--- config.mk ---
export PLATFORM = sky130hd
export DESIGN_NAME = data_mem_access_unit
export DESIGN_NICKNAME = d
export VERILOG_FILES = /design/src/rtl/data_mem_access_unit_pkg.sv /design/src/rtl/load_extend_unit.sv /design/src/rtl/data_mem_access_unit.sv
export SDC_FILE = /design/constraint.sdc
export NUM_CORES = 1
export LEC_CHECK = 0
export BUFFER_PORTS_ARGS = -buffer_cell sky130_fd_sc_hd__buf_2
export CAP_MARGIN = 15
export CORE_UTILIZATION = 53
export DETAILED_ROUTE_END_ITERATION = 10
export PLACE_DENSITY_LB_ADDON = 0.2
export SYNTH_ARGS = -nofsm -noshare
export SYNTH_HDL_FRONTEND = slang
export SYNTH_SLANG_ARGS = --single-unit
--- constraint.sdc ---
create_clock -name clk -period 5.1 [get_ports clk]
set_input_delay 0.765 -clock clk [delete_from_list [all_inputs] [get_ports clk]]
set_output_delay 0.765 -clock clk [all_outputs]
set_load 0.02 [all_outputs]
--- src/rtl/data_mem_access_unit_pkg.sv ---
// Shared definitions for the data memory access unit: RV32I funct3 codes,
// FSM state encoding, byte-enable constants and store-lane helpers.
package data_mem_access_unit_pkg;

    localparam logic [2:0] F3_LB  = 3'b000;
    localparam logic [2:0] F3_LH  = 3'b001;
    localparam logic [2:0] F3_LW  = 3'b010;
    localparam logic [2:0] F3_LBU = 3'b100;
    localparam logic [2:0] F3_LHU = 3'b101;
    localparam logic [2:0] F3_SB  = 3'b000;
    localparam logic [2:0] F3_SH  = 3'b001;
    localparam logic [2:0] F3_SW  = 3'b010;

    localparam logic [3:0] BE_NONE    = 4'b0000;
    localparam logic [3:0] BE_BYTE    = 4'b0001;
    localparam logic [3:0] BE_HALF_LO = 4'b0011;
    localparam logic [3:0] BE_HALF_HI = 4'b1100;
    localparam logic [3:0] BE_WORD    = 4'b1111;

    typedef enum logic [1:0] {
        ST_IDLE   = 2'b00,
        ST_ACCESS = 2'b01,
        ST_DONE   = 2'b10
    } state_t;

    // Load and store share codes 000/001/010; 100/101 exist only for loads.
    function automatic logic access_fault(input logic       is_store,
                                          input logic [2:0] f3,
                                          input logic [1:0] addr_lo);
        logic bad;
        bad = 1'b0;
        case (f3)
            F3_LB:   bad = 1'b0;
            F3_LH:   bad = addr_lo[0];
            F3_LW:   bad = |addr_lo;
            F3_LBU:  bad = is_store;
            F3_LHU:  bad = is_store | addr_lo[0];
            default: bad = 1'b1;
        endcase
        return bad;
    endfunction

    function automatic logic [3:0] lane_be(input logic [1:0] size,
                                           input logic [1:0] addr_lo);
        logic [3:0] be;
        case (size)
            2'b00:   be = BE_BYTE << addr_lo;
            2'b01:   be = addr_lo[1] ? BE_HALF_HI : BE_HALF_LO;
            default: be = BE_WORD;
        endcase
        return be;
    endfunction

    function automatic logic [31:0] lane_wdata(input logic [1:0]  size,
                                               input logic [31:0] wd);
        logic [31:0] d;
        case (size)
            2'b00:   d = {4{wd[7:0]}};
            2'b01:   d = {2{wd[15:0]}};
            default: d = wd;
        endcase
        return d;
    endfunction

endpackage

--- src/rtl/load_extend_unit.sv ---
// Selects the addressed byte/halfword of a bus read word and sign- or
// zero-extends it according to the load funct3.
module load_extend_unit
    import data_mem_access_unit_pkg::*;
(
    input  logic [31:0] i_rdata,
    input  logic [1:0]  i_addr_lo,
    input  logic [2:0]  i_funct3,
    output logic [31:0] o_data
);

    logic [7:0]  w_byte;
    logic [15:0] w_half;

    always_comb begin
        case (i_addr_lo)
            2'b00:   w_byte = i_rdata[7:0];
            2'b01:   w_byte = i_rdata[15:8];
            2'b10:   w_byte = i_rdata[23:16];
            default: w_byte = i_rdata[31:24];
        endcase
        w_half = i_addr_lo[1] ? i_rdata[31:16] : i_rdata[15:0];

        case (i_funct3)
            F3_LB:   o_data = {{24{w_byte[7]}}, w_byte};
            F3_LH:   o_data = {{16{w_half[15]}}, w_half};
            F3_LBU:  o_data = {24'b0, w_byte};
            F3_LHU:  o_data = {16'b0, w_half};
            default: o_data = i_rdata;
        endcase
    end

endmodule

--- src/rtl/data_mem_access_unit.sv ---
// MEM-stage data memory access unit: checks alignment/funct3, runs one bus
// transfer per load/store with timeout, and returns the extended load result.
module data_mem_access_unit
    import data_mem_access_unit_pkg::*;
#(
    parameter int TIMEOUT_CYCLES = 16
) (
    input  logic        clk,
    input  logic        reset,
    input  logic        Mem_Read_i,
    input  logic        Mem_Write_i,
    input  logic [2:0]  funct3_i,
    input  logic [31:0] Address_i,
    input  logic [31:0] Write_Data_i,
    output logic [31:0] Read_Data_o,
    output logic        Stall_o,
    output logic        Access_Fault_o,
    output logic        Bus_Error_o,
    output logic        Bus_Req_o,
    output logic        Bus_We_o,
    output logic [31:0] Bus_Addr_o,
    output logic [31:0] Bus_Wdata_o,
    output logic [3:0]  Bus_Be_o,
    input  logic        Bus_Ack_i,
    input  logic [31:0] Bus_Rdata_i
);

    localparam int CNT_W = $clog2(TIMEOUT_CYCLES + 1);
    localparam logic [CNT_W-1:0] CNT_LAST = CNT_W'(TIMEOUT_CYCLES - 1);

    state_t            r_state;
    logic [CNT_W-1:0]  r_cnt;
    logic [1:0]        r_addr_lo;
    logic [2:0]        r_funct3;
    logic [31:0]       r_read_data;
    logic              r_bus_req;
    logic              r_bus_we;
    logic [31:0]       r_bus_addr;
    logic [31:0]       r_bus_wdata;
    logic [3:0]        r_bus_be;
    logic              r_bus_error;

    logic              w_access;
    logic              w_bad;
    logic              w_idle;
    logic              w_fault;
    logic              w_start;
    logic [31:0]       w_load_data;

    // A simultaneous read+write request is a store, so Mem_Write_i selects.
    assign w_access = Mem_Read_i | Mem_Write_i;
    assign w_bad    = access_fault(Mem_Write_i, funct3_i, Address_i[1:0]);
    assign w_idle   = (r_state == ST_IDLE);
    assign w_fault  = w_idle & w_access & w_bad;
    assign w_start  = w_idle & w_access & ~w_bad;

    load_extend_unit u_load_extend (
        .i_rdata   (Bus_Rdata_i),
        .i_addr_lo (r_addr_lo),
        .i_funct3  (r_funct3),
        .o_data    (w_load_data)
    );

    always_ff @(posedge clk or negedge reset) begin
        if (!reset) begin
            r_state     <= ST_IDLE;
            r_cnt       <= '0;
            r_addr_lo   <= '0;
            r_funct3    <= '0;
            r_read_data <= '0;
            r_bus_req   <= 1'b0;
            r_bus_we    <= 1'b0;
            r_bus_addr  <= '0;
            r_bus_wdata <= '0;
            r_bus_be    <= BE_NONE;
            r_bus_error <= 1'b0;
        end else begin
            case (r_state)
                ST_IDLE: begin
                    r_bus_error <= 1'b0;
                    if (w_start) begin
                        r_state     <= ST_ACCESS;
                        r_cnt       <= '0;
                        r_addr_lo   <= Address_i[1:0];
                        r_funct3    <= funct3_i;
                        r_bus_req   <= 1'b1;
                        r_bus_we    <= Mem_Write_i;
                        r_bus_addr  <= {Address_i[31:2], 2'b00};
                        r_bus_wdata <= lane_wdata(funct3_i[1:0], Write_Data_i);
                        r_bus_be    <= lane_be(funct3_i[1:0], Address_i[1:0]);
                    end else if (w_fault && !Mem_Write_i) begin
                        r_read_data <= '0;
                    end
                end
                ST_ACCESS: begin
                    if (Bus_Ack_i) begin
                        r_state   <= ST_DONE;
                        r_bus_req <= 1'b0;
                        if (!r_bus_we) r_read_data <= w_load_data;
                    end else if (r_cnt == CNT_LAST) begin
                        r_state     <= ST_DONE;
                        r_bus_req   <= 1'b0;
                        r_bus_error <= 1'b1;
                        if (!r_bus_we) r_read_data <= '0;
                    end else begin
                        r_cnt <= r_cnt + 1'b1;
                    end
                end
                // DONE lets the pipe advance once; inputs still hold the old instruction.
                ST_DONE: begin
                    r_state     <= ST_IDLE;
                    r_bus_error <= 1'b0;
                end
                default: r_state <= ST_IDLE;
            endcase
        end
    end

    assign Stall_o        = reset & (w_start | (r_state == ST_ACCESS));
    assign Access_Fault_o = w_fault;
    assign Read_Data_o    = r_read_data;
    assign Bus_Error_o    = r_bus_error;
    assign Bus_Req_o      = r_bus_req;
    assign Bus_We_o       = r_bus_we;
    assign Bus_Addr_o     = r_bus_addr;
    assign Bus_Wdata_o    = r_bus_wdata;
    assign Bus_Be_o       = r_bus_be;

endmodule
# Yosys cells after proc, flatten, opt, wreduce, memory -nomap -nowiden
# Cells that the tools add are included.
totals:
  register_bits: 113
  out_inout_bits: 105
classes:
  add_sub_neg: 1
  n_eq_ne: 21
  shifts: 1
  muxes: 29
  n_bitwise: 8
  reduce_logical: 17
op_table:
  columns: ["op", "n"]
  rows:
  - ["2-to-1 mux 32 bit", 6]
  - ["case mux 32 bit (2 select lines)", 2]
  - ["case mux 32 bit (4 select lines)", 1]
  - ["case mux 8 bit (3 select lines)", 1]
  - ["2-to-1 mux 16 bit", 1]
  - ["2-to-1 mux 5 bit", 3]
  - ["== test 3 bit (second input constant)", 4]
  - ["!= test 2 bit (second input constant)", 5]
  - ["case mux 5 bit (2 select lines)", 1]
  - ["case mux 4 bit (2 select lines)", 1]
  - ["== test 2 x 1 -> 1 bit (second input constant)", 3]
  - ["== test 3 x 1 -> 1 bit (second input constant)", 2]
  - ["zero test 2 bit", 3]
  - ["zero test 3 bit", 2]
  - ["2-to-1 mux 2 bit", 3]
  - ["AND reduction 3 bit", 2]
  - ["adder 5 x 1 -> 5 bit (second input constant)", 1]
  - ["== test 5 x 4 -> 1 bit (second input constant)", 1]
  - ["2-to-1 mux 1 bit", 5]
  - ["case mux 1 bit (5 select lines)", 1]
  - ["AND reduction 5 bit", 1]
  - ["AND 1 bit", 4]
  - ["== test 2 bit (second input constant)", 2]
  - ["2-to-1 mux 4 bit", 1]
  - ["14 further kinds", 21]

# Depth between registers and ports, before layout
# Gate-level depths: netlist of the first run.
logic_depth:
  depth_word: 7
  mapped_depth: 8
  ltp_nobuf: 7

# Modules after synthesis
# A second synthesis of the first run with hierarchy kept.
unflattened:
  cells_unflattened: 582
  hier_area_um2: 5336.4
by_module_without_submodules:
  columns: ["module", "instances", "cells_each", "area_each_um2", "seq_area_each_um2"]
  rows:
  - ["data_mem_access_unit", 1, 451, 4613.2, 2827.7]
  - ["load_extend_unit", 1, 131, 723.2, 0.0]

# Worst setup path after synthesis of the first run
# Ideal clock, no wire load.
synth_path:
  kind: "input -> output"
  from: "in funct3_i[0]"
  to: "out Stall_o"
  arrival_ps: 2160
  t_required_ps: 4335
  setup_slack_ps: 2175
  stages: 7
  n_path_buf: 3
  path_cell_list: "buf_2 nor4_2 a21o_1 nand2b_1 buf_2 buf_6 a21boi_0"
synth_between:
  elab_chain_cells: 6
  elab_cells_between_ends: 10
  cone_classes: "4 x eq/ne; 1 x mux; 4 x bitwise; 1 x reduce/logical"
synth_rtl:
  columns: ["element", "line", "text"]
  rows:
  - ["from (decl)", "data_mem_access_unit.sv:12", "input logic [2:0] funct3_i,"]
  - ["== test 3 bit (tied with other cells)", "data_mem_access_unit_pkg.sv:32", "case (f3)"]
  - ["case mux 1 bit (5 select lines) *", "data_mem_access_unit_pkg.sv:32", null]
  - ["inverter 1 bit *", "data_mem_access_unit.sv:55", "assign w_start = w_idle & w_access & ~w_bad;"]
  - ["AND 1 bit *", "data_mem_access_unit.sv:55", null]
  - ["bitwise OR 1 bit *", "data_mem_access_unit.sv:119", "assign Stall_o = reset & (w_start | (r_state == ST_ACCESS));"]
  - ["AND 1 bit *", "data_mem_access_unit.sv:119", null]
  - ["to (decl)", "data_mem_access_unit.sv:16", "output logic Stall_o,"]
# Mark *: on every way between the ends. The rest lies on a longest branch, timed or not.

# Worst setup path in the final report of the first run
layout_path:
  from: "in funct3_i[1]"
  to: "out Stall_o"
# The elaborated chain is that of the path after synthesis.

==> impl_metrics.tcl, run 1 <==
set metrics [dict create \
    cts_tree "yes" \
    cts_setup_buffers 0 \
    setup-tns-final_ps 0 \
    crit_type "input port to output pin" \
    vias 4557 \
    synthSimpleGateAreaFrac 0.166 \
    cts_hold_buf 0 \
    antenna_found_initial 0 \
    drt-initial-drc-count 170 \
    timing.hold.ws_ps 243 \
    finalCriticalPeriod_ps 3100 \
    ys.flop_type "dfrtp_1" \
    ant_nets 0 \
    grt_util_met1 0.325 \
    maxCapViolations 0 \
    worstPathArrival_ps 2330 \
    drive_above_1_share 0.371 \
    ir_drop_v 0.000298 \
    fin_skew_ps 5.81 \
    synth_fa_ha_area_frac 0.00472 \
    start_util 0.544 \
    grt_pass1_wl_um 21000 \
    grt_pass1_vias 4406 \
    period_share 0.607 \
    rsz0062_at_grt "false" \
    top_usage_layer "met2" \
    coreArea_sq_um 9730 \
    syn_area_per_cell_sq_um 10.1 \
    path_clk_slew_ps 50 \
    drc 0 \
    hold_path.class "input port to asynchronous set/reset pin" \
    clk_latency_ps 500 \
    ioPinCount 209 \
    p_leak_nw 3.72 \
    overflow 0 \
    dr.pass1.iters 6 \
    globalRouteMet2Util 0.438 \
    yosys.cell_types.count 49 \
    synth_mux_area_frac 0.0910 \
    slew_headroom 0.395 \
    clock.fmax_ghz 0.323 \
    drv_slew 0 \
    crit_path_start_kind "input port" \
    cts-resized-gates 0 \
    groute.usage.overall 0.266 \
    synth_area_sq_um 5300 \
    synth_edf_count 0 \
    die_w_um 102 \
    dp_hpwl_um 9360 \
    status "completed" \
    area_growth_pct 31.7 \
    r2r_slack_ps 2820 \
    viasPerCell 5.27 \
    cts-htree-levels 4 \
    cts_max_path_buffers 2 \
    cts-root-buf "clkbuf_8" \
    use_met3 0.0814 \
    async_flop_share 1.00 \
    gp_congestion 0.800 \
    drt-total-wl_um 13200 \
    crit_fanout 35 \
    grt_max_degree 75 \
    ys_ff_latch 113 \
    ys_warn_count 0 \
    clock-sinks 113 \
    rows 36 \
    die-area_sq_um 10400 \
    ys_seq_area_frac 0.534 \
    power_density_nw_per_um2 592 \
    die_y_um 102 \
    worst-slew-pin-transition_ps 908 \
    worstRegToRegCells 8 \
    yosys.area_share.xor_xnor 0.00331 \
    synth_top_family_by_area "simple AND/OR/NAND/NOR gates" \
    required_ps 4340 \
    syn_inst 524 \
    cts_buffers 17 \
    synth_compound_area_frac 0.150 \
    io_buffer_count 206 \
    hold_viol 0 \
    nets 823 \
    setup-violations-final 0 \
    wire_per_inst_um 15.3 \
    crit_path_end_kind "output pin" \
]
## per-layer routing
layer / vias to the layer above / share of wire / wire (um)
met2: 154 / 0.50 / 6610
li1: 2196 / - / -
met1: 2191 / 0.41 / 5470
met4: 0 / 0.015 / 199
met3: 16 / 0.072 / 946
met5: - / 0 / 0
## flip-flops by register name, indices dropped and copies added, names as in the netlist
| signal | count |
|---|---|
| Bus_Req_o | 1 |
| Bus_Be_o | 4 |
| Bus_We_o | 1 |
| r_cnt | 5 |
| Read_Data_o | 32 |
| r_addr_lo | 2 |
| Bus_Addr_o | 30 |
| r_state | 2 |
| r_funct3 | 3 |
| Bus_Error_o | 1 |
| Bus_Wdata_o | 32 |
## critical path: stages
cell and delay (ps):
buf_2 510, a21oi_1 120, a21o_1 240, nand2b_4 310, a21boi_0 180, buf_2 200
## metrics by stage
step                      worst slack (ps)  cells  total power [W]  cell area, sq um  utilization
after detailed placement              2010    831          0.00284              6310        0.649
after global routing                  1860    863          0.00438              6970        0.717
after CTS                             2000    863          0.00416              6970        0.717
final                                 2000    864          0.00413              6970        0.717
after global placement                2070    831          0.00279              6310        0.649
after floorplan                       2170    525          0.00234              5300            -
## worst paths after layout
path / start / to
setup / recovery: funct3_i[1] / Stall_o
hold / removal: reset / Read_Data_o[28]$_DFFE_PN0P_
setup reg to reg: r_cnt[0]$_DFFE_PN0P_ / Read_Data_o[5]$_DFFE_PN0P_
hold reg to reg: Bus_Addr_o[11]$_DFFE_PN0P_ / Bus_Addr_o[11]$_DFFE_PN0P_
max in group asynchronous: reset / r_addr_lo[1]$_DFFE_PN0P_
min in group clk: Address_i[6] / Bus_Addr_o[6]$_DFFE_PN0P_
## area by class of cell
type                            instances  area, sq um
Antenna cell                            1         2.50
Clock buffer                           21          449
Clock inverter                         11          208
Fill cell                             774         2760
Inverter                               10         37.5
Multi-Input combinational cell        365         2220
Sequential cell                       113         2830
Tap cell                              133          166
Timing Repair Buffer                  210         1060
## power by group
group          switching, W  total [W]  internal (W)
combinational      0.000860    0.00138      0.000515
sequential         0.000225    0.00145       0.00122
clock              0.000392    0.00131      0.000914
## cells in the mapped netlist (2+ instances only)
library cell  instances  share of area
buf_6                 4         0.0085
nand3_1               2         0.0019
nor3_1                2         0.0019
nor2_1               23          0.016
or3_1                 4         0.0047
buf_2                17          0.016
and3_1                2         0.0024
nand2b_1             13          0.015
nor2b_1               6         0.0071
nand2_1             141           0.10
a21oi_1              17          0.016
a221oi_1              4         0.0066
a221o_1              16          0.030
buf_4                 9          0.013
inv_1                 9         0.0064
o22ai_1               4         0.0047
o41ai_2               3         0.0092
a21oi_4               2         0.0061
xor2_1                2         0.0033
clkbuf_1              6         0.0043
ha_1                  2         0.0047
o21ai_0              38          0.036
a32o_1                8          0.015
dfrtp_1             113           0.53
o21ai_1               7         0.0066
mux2i_1              29          0.055
mux2_2               15          0.032
a21boi_0              5         0.0071
## cells by family after synthesis
group	Yosys count
buffers and inverters	47
AOI/OAI and AO/OA	112
xor gates and xnor gates	2
adders and majority gates	2
and+or+nand+nor	202
muxes	45
DFF	113
other	1
## cell usage in the layout, fill, tap and decap left out, types with 3 or more instances in the layout
| master | instances |
|---|---|
| buf_2 | 205 |
| nand2_1 | 141 |
| dfrtp_1 | 113 |
| o21ai_0 | 38 |
| mux2i_1 | 29 |
| nor2_1 | 23 |
| a21oi_1 | 17 |
| a221o_1 | 16 |
| clkbuf_16 | 16 |
| mux2_2 | 15 |
| nand2b_1 | 12 |
| inv_1 | 9 |
| a32o_1 | 8 |
| o21ai_1 | 7 |
| bufinv_16 | 6 |
| a21boi_0 | 5 |
| nor2b_1 | 5 |
| buf_4 | 5 |
| or3_1 | 4 |
| o22ai_1 | 4 |
| a221oi_1 | 4 |
| clkinv_2 | 4 |
| o41ai_2 | 3 |
| clkbuf_8 | 3 |
(Power assumes the default switching activity.)
==> inputs of run 2 (changes only) <==
- ABC_AREA: not set -> 1
- CORE_UTILIZATION: 53 -> 44
- clock period: 5.1 -> 2.7 ns (I/O delays scaled with it)
==> run 2 against run 1 <==
  * Design area grew 0.11%
  * Critical path type is now register to register
  * Die area is 20% higher
  * Combinational power is 76% higher
  * Via count increased by 12%
  * Worst hold slack lost 180 ps
  * First-iteration DRC count grew 120%
  * Setup slack worse by 1600 ps
  * Sequential power is 77% higher
  * Largest power group unchanged
  * Non-clock buffer count up 3
  * The run now ends with design-rule violations left
  * Critical path depth rose by 6
==> impl_metrics.tcl, run 2 <==
set metrics [dict create \
    grt_pass1_wl_um 23700 \
    yosys-top-cells-count "nand2_1 (273), dfrtp_1 (113), o21ai_0 (79)" \
    hold_viol 0 \
    power_density_nw_per_um2 1030 \
    synth_edf_count 0 \
    nets 976 \
    antenna_cells 0 \
    path_buf_inv 2 \
    dp_hpwl_um 10400 \
    crit_chain "ha_1 -> inv_1 -> nor3_1 -> ha_1 -> nor2_1 -> o21ai_1 -> nand2_1 -> inv_2 -> nand2_2 -> nor2_4 -> nand2_1 -> nand2_1" \
    ys_ff_latch 113 \
    drt-total-wl_um 14700 \
    rsz0062_at_grt "false" \
    layout_common_cells "nand2_1 (273), buf_2 (205), dfrtp_1 (113), o21ai_0 (79), inv_1 (40)" \
    crit_path_end_kind "register" \
    synth_top_area_frac 0.533 \
    rows 39 \
    cts_hold_buf 0 \
    slew_headroom 0.571 \
    drive_above_1_share 0.302 \
    cts_setup_buffers 0 \
    placed_area_sq_um 6400 \
    switching_share 0.377 \
    ant_nets 0 \
    fin_skew_ps 12.3 \
    dr.pass1.iters 7 \
    ys_seq_area_frac 0.533 \
    grt_pass1_vias 4921 \
    drt-initial-drc-count 380 \
    ys_warn_count 0 \
    crit_path_start_kind "register" \
    slowest_delay_ps 390 \
    synth_area_sq_um 5310 \
    io_buffer_count 206 \
    clock-sinks 113 \
    ir_drop_v 0.000706 \
    vias 5098 \
    coreArea_sq_um 11600 \
    cts-htree-levels 4 \
    finalInstanceArea_sq_um 6980 \
    period_share 0.846 \
    viasPerCell 4.97 \
    synth_area_leaders "dfrtp_1 (53%), nand2_1 (19%), o21ai_0 (7.4%), nand3_1 (3.1%), inv_1 (2.8%)" \
    die-area_sq_um 12500 \
    utilization 0.604 \
    p_leak_nw 3.93 \
    ioPinCount 209 \
    gp_congestion 0.882 \
    timing.hold.ws_ps 66.5 \
    cts_buffers 17 \
    area_growth_pct 31.5 \
    cts_max_path_buffers 2 \
    cts-resized-gates 0 \
    die_w_um 112 \
    drc 12 \
    crit_fanout 17 \
    path_clk_slew_ps 50 \
    finalCriticalPeriod_ps 2280 \
    power_frac_clock 0.304 \
    die_y_um 112 \
    antenna_found_initial 0 \
    comb_power_share 0.338 \
    drv_slew 0 \
    cp.depth 12 \
    cts-root-buf "clkbuf_16" \
    status "finished with violations" \
    maxCapViolations 0 \
    grt_max_degree 114 \
    clock.fmax_ghz 0.438 \
    start_util 0.459 \
    hold_path.class "input port to asynchronous set/reset pin" \
    syn_inst 674 \
    clk_latency_ps 410 \
    worstPathArrival_ps 2630 \
    seqPwrFrac 0.358 \
    crit_type "register to register" \
    required_ps 3050 \
    setup-tns-final_ps 0 \
    wire_per_inst_um 14.3 \
    cp_common_cell "nand2_1" \
    crit_slowest_cell "dfrtp_1" \
    worstRegToRegCells 12 \
    synth_most_common_cell "nand2_1" \
    cts_tree "yes" \
    groute.usage.overall 0.242 \
    ys.flop_type "dfrtp_1" \
    failed_checks "design-rule violations" \
    final_common_cell "nand2_1" \
    async_flop_share 1.00 \
    crit_family "simple AND/OR/NAND/NOR gates" \
    overflow 0 \
    syn_area_per_cell_sq_um 7.88 \
    yosys.cell_types.count 30 \
    worst-slew-pin-transition_ps 643 \
    setup-violations-final 0 \
    p_sw_w 0.00270 \
    internal_power_w 0.00447 \
    synth.largest_area_cell "dfrtp_1" \
]
## run 2: metrics by stage
step / setup WS (ps) / total power, W / instances
final: 417 / 0.00717 / 1026
after global routing: 246 / 0.00761 / 1026
after CTS: 412 / 0.00723 / 1026
after detailed placement: 483 / 0.00501 / 994
after global placement: 641 / 0.00496 / 994
after floorplan: 698 / 0.00412 / 675
## run 2: cell families after synthesis
group	Yosys count	share of synthesized area
other cells	1	0.000706
buf+inv	85	0.0730
fa+ha+maj	2	0.00471
compound gates	117	0.114
simple gates	356	0.275
flops	113	0.533
## run 2: final timing paths
check / start / slack (ps) / end
worst max-delay path: r_cnt[0]$_DFFE_PN0P_ / 420 / Read_Data_o[21]$_DFFE_PN0P_
worst min-delay path: reset / 70 / Bus_Error_o$_DFFE_PN0P_
worst max register to register: r_cnt[0]$_DFFE_PN0P_ / 420 / Read_Data_o[21]$_DFFE_PN0P_
worst min register to register: Bus_Addr_o[27]$_DFFE_PN0P_ / 470 / Bus_Addr_o[27]$_DFFE_PN0P_
max in group asynchronous: reset / 2120 / r_funct3[1]$_DFFE_PN0P_
min in group clk: Address_i[10] / 190 / Bus_Addr_o[10]$_DFFE_PN0P_
## run 2: layer usage
| layer | share of wire | GRT usage | vias to the layer above |
|---|---|---|---|
| li1 | - | - | 2522 |
| met1 | 0.42 | 0.300 | 2373 |
| met2 | 0.49 | 0.399 | 182 |
| met3 | 0.071 | 0.0686 | 21 |
| met4 | 0.017 | 0.0973 | 0 |
| met5 | 0 | 0 | - |
## run 2: power groups by stage
stage	Clock (W)	Sequential [W]	Combinational, W
5_1_grt	0.00230	0.00264	0.00268
4_1_cts	0.00222	0.00256	0.00244
6_report	0.00218	0.00257	0.00243
3_5_place_dp	0	0.00258	0.00244
3_3_place_gp	0	0.00256	0.00240
2_1_floorplan	0	0.00308	0.00104
## run 2: final cells by class
type,instances,area (sq um)
Tap cell,143,179
Fill cell,1099,4580
Multi-Input combinational cell,477,2110
Sequential cell,113,2830
Timing Repair Buffer,213,1110
Inverter,48,180
Clock buffer,27,503
Clock inverter,5,75.1
## run 2: worst reg2reg max path: stages, from the launching register on
cell	delay (ps)
dfrtp_1	390
ha_1	200
inv_1	60
nor3_1	190
ha_1	220
nor2_1	90
o21ai_1	130
nand2_1	70
inv_2	70
nand2_2	230
nor2_4	390
nand2_1	100
nand2_1	80
